[src/rtl/maxpool2x2.sv]
// rtl/maxpool2x2.sv - non-overlapping 2x2 signed max-pooling stage
// Reads four elements per window from the upstream buffer, writes one maximum per 5 cycles.
module maxpool2x2 #(
  parameter int DATA_WIDTH    = 32,
  parameter int IN_W          = 8,
  parameter int IN_H          = 8,
  parameter int ADR_IN_WIDTH  = 6,
  parameter int ADR_OUT_WIDTH = 4
) (
  input  logic                     clk,
  input  logic                     rst_n,
  input  logic                     axisif_in_start,
  output logic                     axisif_out_done,
  output logic [ADR_IN_WIDTH-1:0]  out_adrIn,
  input  logic [DATA_WIDTH-1:0]    in_dataIn,
  output logic [ADR_OUT_WIDTH-1:0] out_adrOut,
  output logic [DATA_WIDTH-1:0]    out_dataOut,
  output logic                     out_wr
);

  localparam int OUT_W = IN_W / 2;
  localparam int OUT_H = IN_H / 2;
  localparam logic [ADR_IN_WIDTH-1:0] IN_W_A   = ADR_IN_WIDTH'(IN_W);
  localparam logic [ADR_IN_WIDTH-1:0] OUT_W_A  = ADR_IN_WIDTH'(OUT_W);
  localparam logic [ADR_IN_WIDTH-1:0] OX_LAST  = ADR_IN_WIDTH'(OUT_W - 1);
  localparam logic [ADR_IN_WIDTH-1:0] OY_LAST  = ADR_IN_WIDTH'(OUT_H - 1);

  typedef enum logic [1:0] {IDLE, LOAD, WRITE} state_t;

  state_t                   state, state_nxt;
  logic [ADR_IN_WIDTH-1:0]  ox, ox_nxt;
  logic [ADR_IN_WIDTH-1:0]  oy, oy_nxt;
  logic [1:0]               k, k_nxt;
  logic signed [DATA_WIDTH-1:0] max_q, max_nxt;
  logic [ADR_IN_WIDTH-1:0]  row, col;
  logic                     last_win;

  // k[1] selects the window row, k[0] the window column
  assign row        = (oy << 1) | {{(ADR_IN_WIDTH-1){1'b0}}, k[1]};
  assign col        = (ox << 1) | {{(ADR_IN_WIDTH-1){1'b0}}, k[0]};
  assign out_adrIn  = row * IN_W_A + col;
  assign out_adrOut = ADR_OUT_WIDTH'(oy * OUT_W_A + ox);
  assign out_dataOut = max_q;
  assign last_win   = (ox == OX_LAST) && (oy == OY_LAST);

  always_ff @(posedge clk or negedge rst_n) begin
    if (!rst_n) begin
      state <= IDLE;
      ox    <= '0;
      oy    <= '0;
      k     <= '0;
      max_q <= '0;
    end else begin
      state <= state_nxt;
      ox    <= ox_nxt;
      oy    <= oy_nxt;
      k     <= k_nxt;
      max_q <= max_nxt;
    end
  end

  always_comb begin
    state_nxt       = state;
    ox_nxt          = ox;
    oy_nxt          = oy;
    k_nxt           = k;
    max_nxt         = max_q;
    axisif_out_done = 1'b0;
    out_wr          = 1'b0;
    case (state)
      IDLE: begin
        axisif_out_done = 1'b1;
        ox_nxt = '0;
        oy_nxt = '0;
        k_nxt  = '0;
        if (axisif_in_start) state_nxt = LOAD;
      end
      LOAD: begin
        if (k == 2'd0) begin
          max_nxt = $signed(in_dataIn);
        end else if ($signed(in_dataIn) > max_q) begin
          max_nxt = $signed(in_dataIn);
        end
        k_nxt = k + 2'd1;
        if (k == 2'd3) state_nxt = WRITE;
      end
      WRITE: begin
        out_wr = 1'b1;
        if (last_win) begin
          ox_nxt    = '0;
          oy_nxt    = '0;
          state_nxt = IDLE;
        end else begin
          state_nxt = LOAD;
          if (ox == OX_LAST) begin
            ox_nxt = '0;
            oy_nxt = oy + 1'b1;
          end else begin
            ox_nxt = ox + 1'b1;
          end
        end
      end
      default: state_nxt = IDLE;
    endcase
  end

endmodule

[config.mk]
export PLATFORM = sky130hd
export DESIGN_NAME = maxpool2x2
export DESIGN_NICKNAME = d
export VERILOG_FILES = /design/src/rtl/maxpool2x2.sv
export SDC_FILE = /design/constraint.sdc
export NUM_CORES = 1
export LEC_CHECK = 0
export ABC_AREA = 1
export BUFFER_PORTS_ARGS = -buffer_cell sky130_fd_sc_hd__buf_2
export CAP_MARGIN = 20
export CELL_PAD_IN_SITES_DETAIL_PLACEMENT = 0
export CELL_PAD_IN_SITES_GLOBAL_PLACEMENT = 2
export CORE_MARGIN = 2
export CORE_UTILIZATION = 27
export CTS_BUF_LIST = sky130_fd_sc_hd__clkbuf_8 sky130_fd_sc_hd__clkbuf_16
export DETAILED_ROUTE_END_ITERATION = 6
export PLACE_DENSITY = 0.78
export SETUP_SLACK_MARGIN = 0.2
export SKIP_CTS_REPAIR_TIMING = 1
export SYNTH_ARGS = -nofsm -noshare
export SYNTH_HDL_FRONTEND = slang
export SYNTH_SLANG_ARGS = --single-unit
[constraint.sdc]
create_clock -name clk -period 2.2 [get_ports clk]
set_clock_uncertainty 0.15 [all_clocks]
set_input_delay 0.33 -clock clk [delete_from_list [all_inputs] [get_ports clk]]
set_output_delay 0.33 -clock clk [all_outputs]
set_load 0.02 [all_outputs]
==> key figures <==
Synth
  – Synth top area cells: dfrtp_1, ha_1, nand2_1, inv_1, nand3_1
  – Area leader, netlist: dfrtp_1
  – Sequential share of the synthesized area: 38.4%
  – Top-area cell type share of the netlist area: 38.4%
  – Synth cell types: 27
  – Syn nets: 470
  – Cells after synthesis: 396
  – Syn. warnings: 0
  – Mean post-synth cell area: 7.89 um2
  – Mapped Area: 3120 um2
  – #FFs+latches synth: 48

Floorplan
  – Starting density of the core: 27.5%
  – Die Y: 112 um
  – Num rows: 39
  – Die Footprint: 12,400 um2
  – I/O pin count: 79
  – Core area: 11,400 um2
  – Die width: 112 um

Layout
  – Final nets: 581
  – Register area: 1220 um2
  – Share of cells above drive strength 1: 42.1%
  – Area of the multi-input gates: 1870 um2
  – Commonest non-fill, non-tap cell in the layout: nand2_1
  – Area growth from synthesis to layout: 41.8%
  – # fillers: 1,189
  – Design area: 4430 um2
  – Commonest non-fill, non-tap cells in the layout: nand2_1, buf_2, inv_1

Global route
  – Global Route Usage Sum: 12.8%
  – Global-route wire length before repair: 13.2 mm
  – Vias in the first global route: 2,788
  – Antenna violations before repair: 1
  – Largest net degree at the start of global routing: 49
  – Final global-route overflow total: 0

Hold path
  – HP Class: in2reg

Timing
  – Worst setup margin: -0.0185 ns
  – Setup violators final: 18
  – Slew @ Worst Pin: 0.419 ns
  – Period minus WS final: 2.22 ns
  – Worst relative slew slack: 72.0%
  – Fin. Hold Viols: 0
  – WHS: 0.143 ns
  – RSZ-0062 raised after global routing: true
  – Final period util: 101%
  – Max Clock Freq: 0.451 GHz
  – Max-slew violation count: 0

Placed design
  – Number of port buffers: 78
  – GPL Wtd Cong: 0.815
  – Placement Cell Area: 3850 um2
  – Detailed placement HPWL: 6.09 mm

Clocking
  – CTS buffer count: 5
  – Clock latency on the worst-skew pair: 0.29 ns
  – Reg clk slew, reported paths: 0.07 ns
  – # clock sinks: 48
  – Htree depth: 2
  – Worst-case clock buffer depth: 2
  – CTS tree: yes
  – Root buf cell: clkbuf_16

Power and ir drop
  – Internal: 2.70 mW
  – Clock power frac: 16.9%
  – NetSw: 1.96 mW
  – Power Total: 4.66 mW
  – Combinational share of power: 52.1%
  – Net Sw Frac: 42.1%
  – Leakage: 2.28 nW
  – PD cells: 1050 nW/um2
  – Part of the power in registers: 31.0%
  – IR drop worst, VDD: 0.437 mV

Drt
  – Via density: 4.41
  – Post-DRT Antenna Nets: 0
  – Wirelength per Cell: 12.7 um
  – Final Routed Wirelength: 8.27 mm
  – Drt pass-1 iters: 5
  – Post-route DRC: 0
  – DR vias: 2,873
  – Iteration-0 DRC Markers: 150

Flow run
  – Maxcap violations: 0

Run status
  – Violated checks: negative setup slack
  – Status: finished with violations

Worst setup path
  – WP data required: 2.23 ns
  – Setup crit start kind: flop
  – Crit end category: flop
  – CP Class: reg2reg
  – Critical path arrival: 2.25 ns
  – CP max FO: 7
==> through the flow <==
stage                     utilization, %  TNS [ns]  setup WS (ns)  cells
after detailed placement            33.8     -1.85        -0.0687    627
after CTS                           35.1    -0.520        -0.0822    635
after global placement              33.8    -0.899        -0.0374    627
final                               39.0    -0.152        -0.0185    652
after floorplan                        -         0          0.109    396
after global routing                38.9     -6.04         -0.206    651
==> routing by layer <==
| layer | vias to the layer above | GRT usage, % | wire length (um) |
|---|---|---|---|
| li1 | 1484 | - | - |
| met1 | 1328 | 17.1 | 4050 |
| met2 | 57 | 21.1 | 3820 |
| met3 | 4 | 3.05 | 348 |
| met4 | 0 | 3.05 | 53 |
| met5 | - | 0 | 0 |
==> worst paths after layout <==
kind / slack, ns / from / cells past startpoint / endpoint
max: -0.02 / out_dataOut[5]$_DFFE_PN0P_ / 17 / out_dataOut[30]$_DFFE_PN0P_
min: 0.14 / in_dataIn[11] / 3 / out_dataOut[11]$_DFFE_PN0P_
max reg2reg: -0.02 / out_dataOut[5]$_DFFE_PN0P_ / 17 / out_dataOut[30]$_DFFE_PN0P_
min reg2reg: 0.34 / out_dataOut[17]$_DFFE_PN0P_ / 2 / out_dataOut[17]$_DFFE_PN0P_
max in group asynchronous: 1.22 / rst_n / 3 / out_dataOut[28]$_DFFE_PN0P_
min in group asynchronous: 0.41 / rst_n / 3 / out_dataOut[11]$_DFFE_PN0P_
==> cells by family (layout without fill, tap and decap cells) <==
logic type | count (synthesis) | in the layout | synth area share, %
xor+xnor | 8 | 8 | 2.24
other cells | 0 | 1 | 0
compound gates | 35 | 35 | 6.29
flops | 48 | 48 | 38.4
fa+ha+maj | 39 | 39 | 15.9
simple gates | 188 | 188 | 26.1
buf+inv | 78 | 190 | 11.1
==> flip-flops by register name, summed over array words and instances (netlist names) <==
register     count
state            2
k                2
oy               6
out_dataOut     32
ox               6
==> synth_stat cells, drive strengths merged <==
library cell and number:
inv 64, o21ai 8, nor4 1, nand2 118, nor3 4, o22ai 4, o31ai 1, nand3 40
fa 1, ha 38, o211ai 1, o21a 2, nor3b 2, nand4 4, dfrtp 48, a21oi 17
a22o 1, clkbuf 3, nor2 19, xnor2 2, buf 11, a21o 1, xor2 6
==> worst max-delay path: stages, from the launching register on <==
cell       delay, ns
dfrtp_1         0.35
inv_1           0.05
ha_1            0.29
a21oi_2         0.15
nor2_1          0.05
nor2_1          0.13
nand2_2         0.06
nand2_1         0.06
nand2_1         0.06
nand2_1         0.07
nand3_1         0.07
nand2_1         0.08
nand2_2         0.06
nand2_4         0.12
nand2_8         0.09
clkbuf_16       0.19
nand2_2         0.05
nand2_1         0.04
==> area by class of cell <==
type,instances,share of cell area (%)
flip-flops and latches,48,27.6
multi-input cells,270,42.1
inverters,64,5.42
diodes,1,0.0565
repair buffers,118,17.4
clock buffers,5,2.82
well taps,143,4.04
clock inverters,3,0.537
==> power groups by stage <==
stage,combinational [mW],sequential [mW],clock (mW)
finish,2.43,1.44,0.787
global route,2.71,1.49,0.845
CTS,1.97,1.42,0.822
detailed placement,1.96,1.44,0
global placement,1.94,1.43,0
floorplan,0.909,1.78,0
(Power assumes the default switching activity.)
